File: config.mk
export PLATFORM = sky130hd
export DESIGN_NAME = lcd_tx_arbiter
export DESIGN_NICKNAME = d
export VERILOG_FILES = /design/src/rtl/lcd_tx_arbiter.sv
export SDC_FILE = /design/constraint.sdc
export NUM_CORES = 1
export LEC_CHECK = 0
export ABC_AREA = 1
export BUFFER_PORTS_ARGS = -buffer_cell sky130_fd_sc_hd__buf_2
export CORE_MARGIN = 4
export CORE_UTILIZATION = 35
export DETAILED_ROUTE_END_ITERATION = 10
export RECOVER_POWER = 100
export SYNTH_ARGS = -nofsm -noshare
export SYNTH_HDL_FRONTEND = slang
export SYNTH_SLANG_ARGS = --single-unit
File: constraint.sdc
create_clock -name clk -period 1.6 [get_ports clk]
set_input_delay 0 -clock clk [delete_from_list [all_inputs] [get_ports clk]]
set_output_delay 0 -clock clk [all_outputs]
set_load 0.05 [all_outputs]
File: src/rtl/lcd_tx_arbiter.sv
// rtl/lcd_tx_arbiter.sv - packet-atomic round-robin arbiter for the LCD FIFO write port
// A grant is held until a last-flagged word transfers or the stall watchdog expires.
module lcd_tx_arbiter #(
  parameter int NUM_REQ        = 3,
  parameter int WORD_WIDTH     = 9,
  parameter int TIMEOUT_CYCLES = 1024
) (
  input  logic                                            clk,
  input  logic                                            rst,
  input  logic [NUM_REQ-1:0]                              req_valid,
  input  logic [NUM_REQ*WORD_WIDTH-1:0]                   req_data,
  input  logic [NUM_REQ-1:0]                              req_last,
  output logic [NUM_REQ-1:0]                              req_ready,
  output logic [NUM_REQ-1:0]                              grant,
  output logic                                            out_valid,
  output logic [WORD_WIDTH-1:0]                           out_data,
  input  logic                                            out_ready,
  output logic                                            busy,
  output logic                                            timeout_err,
  output logic [((NUM_REQ > 1) ? $clog2(NUM_REQ) : 1)-1:0] err_id
);

  localparam int IDX_W = (NUM_REQ > 1) ? $clog2(NUM_REQ) : 1;
  localparam int CTR_W = (TIMEOUT_CYCLES > 0) ? $clog2(TIMEOUT_CYCLES + 1) : 1;
  localparam logic [CTR_W-1:0] CTR_LAST = CTR_W'((TIMEOUT_CYCLES > 0) ? TIMEOUT_CYCLES - 1 : 0);
  localparam logic [CTR_W-1:0] CTR_MAX  = {CTR_W{1'b1}};
  localparam logic [IDX_W-1:0] IDX_LAST = IDX_W'(NUM_REQ - 1);

  typedef enum logic {IDLE, GRANT} state_e;

  state_e                 state_q;
  logic [NUM_REQ-1:0]     grant_q;
  logic [IDX_W-1:0]       g_q;
  logic [IDX_W-1:0]       ptr_q;
  logic [IDX_W-1:0]       ptr_d;
  logic [CTR_W-1:0]       stall_ctr_q;
  logic                   busy_q;
  logic                   timeout_err_q;
  logic [IDX_W-1:0]       err_id_q;

  logic                   g_valid;
  logic                   g_last;
  logic [WORD_WIDTH-1:0]  g_data;
  logic                   xfer;
  logic                   pick_found;
  logic [IDX_W-1:0]       pick_idx;
  logic [NUM_REQ-1:0]     pick_onehot;

  function automatic logic [IDX_W-1:0] rr_index(input logic [IDX_W-1:0] base, input int offs);
    int j;
    j = int'(base) + offs;
    if (j >= NUM_REQ) j -= NUM_REQ;
    return IDX_W'(j);
  endfunction

  // Scan from the highest offset down so the lowest offset from ptr wins.
  always_comb begin
    pick_found = 1'b0;
    pick_idx   = '0;
    for (int k = NUM_REQ - 1; k >= 0; k--) begin
      if (req_valid[rr_index(ptr_q, k)]) begin
        pick_found = 1'b1;
        pick_idx   = rr_index(ptr_q, k);
      end
    end
  end

  always_comb begin
    pick_onehot = '0;
    for (int i = 0; i < NUM_REQ; i++) begin
      pick_onehot[i] = pick_found && (pick_idx == IDX_W'(i));
    end
  end

  always_comb begin
    g_valid = 1'b0;
    g_last  = 1'b0;
    g_data  = '0;
    for (int i = 0; i < NUM_REQ; i++) begin
      if (g_q == IDX_W'(i)) begin
        g_valid = req_valid[i];
        g_last  = req_last[i];
        g_data  = req_data[i*WORD_WIDTH +: WORD_WIDTH];
      end
    end
  end

  // Word path is combinational; reset forces the handshake low so nothing moves.
  always_comb begin
    out_valid = 1'b0;
    out_data  = '0;
    req_ready = '0;
    if (state_q == GRANT && !rst) begin
      out_valid = g_valid;
      out_data  = g_data;
      for (int i = 0; i < NUM_REQ; i++) begin
        req_ready[i] = out_ready && (g_q == IDX_W'(i));
      end
    end
  end

  assign xfer  = out_valid && out_ready;
  assign ptr_d = (g_q == IDX_LAST) ? '0 : g_q + 1'b1;

  always_ff @(posedge clk) begin
    if (rst) begin
      state_q       <= IDLE;
      grant_q       <= '0;
      g_q           <= '0;
      ptr_q         <= '0;
      stall_ctr_q   <= '0;
      busy_q        <= 1'b0;
      timeout_err_q <= 1'b0;
      err_id_q      <= '0;
    end else begin
      timeout_err_q <= 1'b0;
      case (state_q)
        IDLE: begin
          if (pick_found) begin
            state_q     <= GRANT;
            g_q         <= pick_idx;
            grant_q     <= pick_onehot;
            stall_ctr_q <= '0;
            busy_q      <= 1'b1;
          end
        end
        GRANT: begin
          if (xfer) begin
            stall_ctr_q <= '0;
            if (g_last) begin
              state_q <= IDLE;
              grant_q <= '0;
              busy_q  <= 1'b0;
              ptr_q   <= ptr_d;
            end
          end else if (!g_valid) begin
            // Backpressure with valid high holds the counter; only a silent source ages it.
            if (TIMEOUT_CYCLES != 0 && stall_ctr_q == CTR_LAST) begin
              state_q       <= IDLE;
              grant_q       <= '0;
              busy_q        <= 1'b0;
              ptr_q         <= ptr_d;
              stall_ctr_q   <= '0;
              timeout_err_q <= 1'b1;
              err_id_q      <= g_q;
            end else if (stall_ctr_q != CTR_MAX) begin
              stall_ctr_q <= stall_ctr_q + 1'b1;
            end
          end
        end
        default: state_q <= IDLE;
      endcase
    end
  end

  assign grant       = grant_q;
  assign busy        = busy_q;
  assign timeout_err = timeout_err_q;
  assign err_id      = err_id_q;

endmodule

== Word level (Yosys, flattened, before mapping) ==
Index checks and enable logic that the tools add are counted.
Word-level totals
  register bits after elaboration: 23
  latch bits: 0
  memory bits (writable): 0
  memory bits (read-only): 0
  bits of input ports: 36
  output and inout bits: 20
  word-level logic and storage cells: 112
  memories kept: 0
Cells by class
  add/subtract/negate cells: 7
  multipliers: 0
  div/mod/pow operators: 0
  order comparisons: 6
  eq/ne operators: 13
  shift-type cells: 0
  multiplexer cells: 57
  bitwise operators: 3
  reduce and logical (&&, ||, !) cells: 18
Operators with widths (count)
  11-bit two-way mux: 5
  9-bit two-way mux: 4
  1-bit two-way mux: 24
  2-bit two-way mux: 11
  11-bit case mux with 2 select lines: 1
  3-bit two-way mux: 6
  4-bit AND reduction: 3
  11-bit by 1-bit adder with 11-bit output, second input constant: 1
  11-bit by 10-bit == test with 1-bit output, second input constant: 1
  11-bit != test, second input constant: 1
  2-bit by 3-bit < comparator with 1-bit output, second input constant: 3
  1-bit logical AND: 8
  1-bit binary-select mux with 2-bit select: 3
  3-bit by 2-bit >= comparator with 1-bit output, second input constant: 2
  3-bit case mux with 2 select lines: 1
  2-bit subtractor, second input constant: 3
  2-bit by 1-bit == test with 1-bit output, second input constant: 2
  2-bit == test, second input constant: 2
  2-bit logical NOT: 2
  2-bit != test, second input constant: 2
  4-bit by 1-bit != test with 1-bit output, second input constant: 1
  1-bit case mux with 2 select lines: 2
  4-bit OR reduction: 1
  2-bit by 1-bit adder with 3-bit output, second input constant: 1
  other kinds (12): 14

== Longest topological paths before layout ==
Gate-level depths: netlist of the first run.
  depth after elaboration: 12
  gate-level depth with buffers: 13
  depth with buffers taken out: 13

== Worst setup path after synthesis of the first run ==
Ideal clock, no wire load.
  path type: register to output
  from: register state_q
  to: output port req_ready[2]
  arrival: 1.774 ns
  required time: 1.600 ns
  path slack: -0.174 ns
  stages on the path, launching flop included: 6
  path buffers: 1
  cell sequence: dfxtp_1 > buf_4 > inv_2 > nor2_8 > nand2_2 > nor3_1
On the way
  longest elaborated chain between the ends: 2
Ends and longest elaborated chain
  from (decl): line 31  | state_e state_q;
  from (signal assigned): line 107  | state_q <= IDLE;
  from (signal assigned): line 120  | state_q <= GRANT;
  from (signal assigned): line 131  | state_q <= IDLE;
  1-bit logical AND: line 93  | if (state_q == GRANT && !rst) begin
  3-bit two-way mux: line 93
  to (decl): line 13  | output logic [NUM_REQ-1:0] req_ready,
Every way passes these cells.

== Worst setup path after layout of the first run ==
  from: register ptr_q[0]
  to: register stall_ctr_q[0]
On the way
  longest elaborated chain between the ends: 10
Ends and longest elaborated chain
  from (decl): line 34  | logic [IDX_W-1:0] ptr_q;
  from (signal assigned): line 134  | ptr_q <= ptr_d;
  from (signal assigned): line 142  | ptr_q <= ptr_d;
  2-bit by 2-bit adder with 3-bit output: line 51  | j = int'(base) + offs;
  3-bit by 2-bit >= comparator with 1-bit output / 2-bit subtractor (equally long branches): line 52  | if (j >= NUM_REQ) j -= NUM_REQ;
  2-bit two-way mux: line 52
  1-bit binary-select mux with 2-bit select: line 61  | if (req_valid[rr_index(ptr_q, k)]) begin
  1-bit two-way mux (implied by the code): line 61
  1-bit two-way mux (2 in series): line 61
  1-bit two-way mux (*): line 61
  2-bit != test (no source line) (*)
  3-bit AND reduction (no source line) (*)
  to (signal assigned): line 147  | stall_ctr_q <= stall_ctr_q + 1'b1;
  to (decl): line 36  | logic [CTR_W-1:0] stall_ctr_q;
Mark *: on every way between the ends. The rest lies on a longest branch, timed or not. The select of a mux whose other input is x is not followed.
A chain may end at the register's enable or synchronous reset.

==> results of run 1 <==
[where the power goes]
part	switching [mW]	total [mW]	internal, mW	leakage, nW
clock	0.204	0.378	0.175	0.0255
combinational	0.360	0.573	0.213	1.06
sequential	0.0170	0.606	0.589	0.189
total	0.581	1.56	0.977	1.28
[synthesized netlist by cell type, types with 2 or more instances]
cell type and count:
a21oi_1 16, o21ai_1 3, nand2_2 2, nand3_2 4, nor3_1 8, nor2_1 25, o21ai_0 2, nand3_1 36
nor2_2 5, xnor2_1 2, inv_2 8, clkbuf_1 3, nand4_1 6, inv_1 31, nand2_1 108, dfxtp_1 23
buf_6 2, ha_1 4
[final timing paths]
kind / cells after the start / slack, ps / to
min: 2 / 40 / err_id[1]
max reg2reg: 12 / -100 / stall_ctr_q[0]
max: 12 / -100 / stall_ctr_q[0]
min reg2reg: 2 / 470 / grant[1]
[cells by family (layout without fill, tap and decap cells)]
kind of cell / after synthesis / count (layout) / synth area share
AND/OR/NAND/NOR: 200 / 200 / 0.516
buffers and inverters: 47 / 136 / 0.112
AO/OA/AOI/OAI: 24 / 24 / 0.0731
flip-flops: 23 / 23 / 0.261
adder cells (fa/ha/maj): 4 / 4 / 0.0284
XOR/XNOR: 2 / 2 / 0.00993
[final cells by class]
class,instances,area [µm²]
timing repair buffer,92,576
tap,67,83.8
sequential,23,470
clock buffer,3,41.3
clock inverter,1,5.00
inverter,40,166
fill,495,2150
multi-input combinational,230,1320
[cell usage in the layout, fill, tap and decap left out, types with 7 or more instances in the layout]
cell type | synthesis | layout
buf_2 | 1 | 35
nand2_1 | 108 | 91
clkbuf_1 | 3 | 7
a21oi_2 | 0 | 10
nor2_2 | 5 | 7
nor3_1 | 8 | 7
buf_4 | 1 | 40
nor2_1 | 25 | 20
dfxtp_1 | 23 | 19
nand2_2 | 2 | 19
inv_1 | 31 | 29
nand3_2 | 4 | 8
nand3_1 | 36 | 30
[through the flow]
stage                     cell area (µm²)  setup slack (ps)
final                                2660              -100
after global routing                 2660              -213
after CTS                            2550             -80.6
after detailed placement             2310              -209
after global placement               2310              -156
after floorplan                      1780             -2.20
[metal layers]
metal | vias to the layer above | global-route usage
met5 | - | 0
met4 | 0 | 0.0498
met3 | 10 | 0.0329
met2 | 66 | 0.295
met1 | 925 | 0.231
li1 | 1134 | -
[sequential cells by signal, summed over array words and instances, names as in the netlist]
register     cells
stall_ctr_q     11
timeout_err      1
err_id           2
state_q          1
g_q              2
busy             1
ptr_q            2
grant            3
[what timing repair did]
action                                  in CTS  in global routing
gates resized for setup                     51                 28
pin swaps                                   20                 13
cloned                                       0                  1
setup buffers                                4                  3
endpoints found under the setup margin      26                 33
==> impl_results.md, run 1 <==
- Starting Density: 0.366
- Post-route clock skew: 5.91 ps
- First-pass GRT wire length: 9040 µm
- # IOs: 56
- Largest net degree at the start of global routing: 17
- CTS tree: yes
- Skew-Pair Late Insertion Delay: 270 ps
- Antenna violations before repair: 0
- Setup CP Type: flop to flop
- Number of flops mapped to enable cells by yosys: 0
- Drt first-iter violations: 105
- Yosys reg bits: 23
- Cell at the slowest stage of the critical path: dfxtp_4
- H-tree depth: 1
- Layout cells sized above 1: 0.422
- PwrDens: 585 mW/mm²
- Post-synthesis sequential area ratio: 0.261
- Max Cap Viol: 0
- Vias per cell: 4.68
- Number of failing hold endpoints at the final stage: 0
- Failing checks: negative setup slack
- # diodes: 0
- Relative slew slack: 0.594
- Reg clk slew, reported paths: 90 ps
- Total GRT Usage: 0.176
- CP top delay family: simple AND/OR/NAND/NOR gates
- Wire per inst: 11.7 µm
- Routed wire length on met2: 2330 µm
- Total nets after synthesis: 340
- Setup TNS Final: -924 ps
- DR top layer: met4
- CP Max Fanout: 4
- Final core occ: 0.553
- Top post-synthesis cells by area: dfxtp_1, nand2_1, nand3_1
- Post-layout power: 1.56 mW
- PortBufs: 55
- Yosys top cell by area: dfxtp_1
- M1 wire length: 2500 µm
- Number of remaining DRC errors: 0
- Ys Warns: 0
- Mean Syn Cell Area: 5.88 µm²
- Peak Freq: 0.588 GHz
- CTS root buffer: clkbuf_8
- Placed cell count: 444
- DIE WIDTH: 79.0 µm
- Crit. Startpoint: ptr_q[0]
- Synthesized area: 0.00176 mm²
- Metal3 WL: 411 µm
- Worst Hold Launch: rst
- Pre-antenna DRT Iters: 4
- CP bufs+invs: 3
- DRT Wirelength: 5320 µm
- Synth-to-layout area growth: 50.9%
- Die Y: 79.0 µm
- Endpoints failing setup: 16
- Asr flop ratio synth: 0
- Vias in the first global route: 2050
- IR Drop Worst-Case VDD: 0.000370 V
- Worst Tran Pin Value: 611 ps
- Post-Synthesis Cells: 300
- Worst setup margin: -100 ps
- Hold Crit Class: input port to flop
- Post-route ant nets: 0
- Crit path launch type: flop
- Status: finished with violations
- Die area: 0.00624 mm²
- Hold_buf cts: 0
- Critical Path, Cell by Cell: inv_4 > ha_4 > inv_4 > nand3_2 > nand2_2 > nor2_4 > nand4_1 > nand3_2 > buf_6 > nor2_4 > nor2_2 > nor2_1
- Final hold slack: 37.2 ps
- Via count: 2135
- Tmin final: 1700 ps
- Worst r2r src: ptr_q[0]
- Num CTS Buffers: 3
- Post-synthesis cell type count: 30
- Core box area: 0.00482 mm²
- Final net count: 430
- Row count: 25
- GPL Wtd Cong: 0.811
- Crit end category: flop
- Bufs on Longest Clock Path: 2
- Crit path DAT: 1870 ps
- Leak: 1.28 nW
- Required time of the critical path: 1770 ps
- Most used DFF post-synth: dfxtp_1
- Total congestion overflow: 0
- Critical Path Max Stage Delay: 370 ps
- Fin crit share: 1.06
- Dpl hpwl: 3910 µm
- RSZ-0062 raised after global routing: yes
- Slew Limit Fails: 0
- Clock sink count: 23
- Final instance count without filler cells: 456
- Yosys top cell area share: 0.261
Note: power is estimated with default switching activity, not from simulation.
==> run 2, diff against run 1 <==
clock period = 2.1 ns   (was 1.6 ns; I/O delays follow)
==> run 2 against run 1 <==
  * The run now ends clean
  * Wire length decreased by 11%
  * Setup slack improved by 330 ps
  * Die area unchanged
  * Highest routed layer unchanged
  * Core utilization decreased by 11 points
  * Critical path type unchanged
  * Global-route usage decreased by 2.2 points
  * Fmax decreased by 9.2%
==> impl_results.md, run 2 (same netlist as run 1, synthesis figures left out) <==
- Slew Limit Fails: 0 (unchanged)
- Sw power: 0.394 mW (-32%)
- Clock sink count: 23 (unchanged)
- Die Y: 79.0 µm (unchanged)
- Max Cap Viol: 0 (unchanged)
- Post-route clock skew: 4.40 ps (-1.51 ps)
- Cell at the slowest stage of the critical path: dfxtp_1
- Critical Path, Cell by Cell: inv_1 > ha_1 > inv_1 > nand3_1 > nand2_1 > nor2_2 > nand4_1 > nand3_2 > inv_1 > nand2_1 > a21oi_1
- Commonest non-fill, non-tap cells in the layout: nand2_1, nand3_1, buf_2, inv_1, nor2_1
- Layout cells sized above 1: 0.187 (-0.234)
- Leak: 1.04 nW (-19%)
- Synth-to-layout area growth: 21.3%
- Most frequent CP cell: inv_1
- Num CTS Buffers: 3 (unchanged)
- Hold_buf cts: 0 (unchanged)
- Status: completed
- Fin crit share: 0.892 (-0.171)
- CTS tree: yes
- DIE WIDTH: 79.0 µm (unchanged)
- Required time of the critical path: 2310 ps (+540 ps)
- DRT Wirelength: 4760 µm (-11%)
- Antenna violations before repair: 0 (unchanged)
- # diodes: 0 (unchanged)
- Comb pwr share: 0.308 (-0.060)
- Setup CP Type: flop to flop
- Largest net degree at the start of global routing: 16 (-1)
- Setup TNS Final: 0 ps (+924 ps)
- Total congestion overflow: 0 (unchanged)
- Most common cell after layout, fill and taps aside: nand2_1
- Dpl hpwl: 3710 µm (-5.1%)
- Peak Freq: 0.534 GHz (-9.2%)
- H-tree depth: 1 (unchanged)
- Pre-antenna DRT Iters: 5 (+1)
- Post-CTS Setup Inserts: 0 (-4)
- PortBufs: 55 (unchanged)
- Number of remaining DRC errors: 0 (unchanged)
- Wire per inst: 11.2 µm (-4.0%)
- Reg clk slew, reported paths: 90 ps (about the same)
- CTS root buffer: clkbuf_8
- Post-layout power: 1.08 mW (-30%)
- Row count: 25 (unchanged)
- Vias in the first global route: 1805 (-12%)
- Tmin final: 1870 ps (+172 ps)
- Skew-Pair Late Insertion Delay: 270 ps (about the same)
- Post-route ant nets: 0 (unchanged)
- Final net count: 399 (-7.2%)
- Sequential share of power: 0.428 (+0.039)
- Critical Path Max Stage Delay: 360 ps (about the same)
- Biggest register: stall_ctr_q
- Number of failing hold endpoints at the final stage: 0 (unchanged)
- RSZ-0062 raised after global routing: no
- GPL Wtd Cong: 0.837 (+3.2%)
- Largest register FFs: 11 (unchanged)
- Total GRT Usage: 0.154 (-0.0222)
- # IOs: 56 (unchanged)
- Crit end category: flop
- Starting Density: 0.366 (unchanged)
- Crit path DAT: 2080 ps (+210 ps)
- Core box area: 0.00482 mm² (unchanged)
- Clock share of power: 0.265 (+0.022)
- CP Max Fanout: 8 (+4)
- Relative slew slack: 0.592 (-0.00258)
- IR Drop Worst-Case VDD: 0.000281 V (-24%)
- PwrDens: 506 mW/mm² (-14%)
- Net Sw Frac: 0.364 (-0.00845)
- Crit path launch type: flop
- Die area: 0.00624 mm² (unchanged)
- Drt first-iter violations: 88 (-16%)
- Via count: 2003 (-6.2%)
- First-pass GRT wire length: 7990 µm (-12%)
- Pint: 0.688 mW (-30%)
- Worst Tran Pin Value: 615 ps (+3.89 ps)
- Bufs on Longest Clock Path: 2 (unchanged)
- Vias per cell: 4.71 (+0.66%)
- Hold Crit Class: input port to flop
- Endpoints failing setup: 0 (-16)
[run 2: changes by cell type in the layout (fill, tap and decap cells not counted), moves of 4 or more]
| cell | before | now |
|---|---|---|
| a21oi_2 | 10 | 0 |
| nand2_1 | 91 | 108 |
| nor2_1 | 20 | 24 |
| clkbuf_2 | 5 | 0 |
| inv_4 | 4 | 0 |
| dfxtp_1 | 19 | 23 |
| nand3_1 | 30 | 37 |
| nand3_2 | 8 | 3 |
| a21oi_1 | 6 | 16 |
| buf_4 | 40 | 6 |
| nand2_2 | 19 | 2 |
| clkbuf_1 | 7 | 21 |
[run 2: final cells by class]
| cell class | instances | area, µm² |
|---|---|---|
| Fill cell | 541 | 2680 |
| Timing Repair Buffer | 61 | 295 |
| Sequential cell | 23 | 460 |
| Inverter | 40 | 151 |
| Multi-Input combinational cell | 230 | 1100 |
| Clock buffer | 4 | 45.0 |
| Tap cell | 67 | 83.8 |
[run 2: through the flow]
step / setup WS, ps / utilization / hold WS, ps / cells / instance area [µm²]
after floorplan: 326 / - / 222 / 300 / 1760
after global placement: 297 / 0.441 / 317 / 421 / 2120
after detailed placement: 215 / 0.441 / 314 / 421 / 2120
after CTS: 217 / 0.450 / 26.8 / 425 / 2170
after global routing: 1.49 / 0.444 / 39.9 / 425 / 2140
final: 228 / 0.444 / 31.7 / 425 / 2140
[run 2: critical path, delay by kind of cell, from the launching register on]
kind                     cells  cell delay, ps
AND/OR/NAND/NOR              6             580
buffers and inverters        3             410
flip-flops                   1             360
adder cells (fa/ha/maj)      1             330
AO/OA/AOI/OAI                1             130
[run 2: repair_timing]
item                       4_1_cts  5_1_grt
setup endpoints to repair        0        8
hold endpoints to repair         0        0
gates resized for setup          0        1
[run 2: power by group through the flow]
stage / Clock, mW / Combinational [mW] / Sequential (mW)
2_1_floorplan: 0 / 0.223 / 0.493
3_3_place_gp: 0 / 0.339 / 0.473
3_5_place_dp: 0 / 0.340 / 0.473
4_1_cts: 0.290 / 0.341 / 0.463
5_1_grt: 0.304 / 0.372 / 0.465
6_report: 0.287 / 0.333 / 0.463
[run 2: per-layer routing]
layer	global-route usage	share of wire
met1	0.210	0.48
met2	0.253	0.42
met3	0.0238	0.088
met4	0.0412	0.012
met5	0	0
[run 2: final timing paths]
| kind | start | endpoint | slack, ps | depth (start not counted) |
|---|---|---|---|---|
| max reg2reg | ptr_q[0] | stall_ctr_q[8] | 230 | 11 |
| max | ptr_q[0] | stall_ctr_q[8] | 230 | 11 |
| min | rst | g_q[0] | 30 | 2 |
| min reg2reg | grant[0] | grant[0] | 470 | 2 |
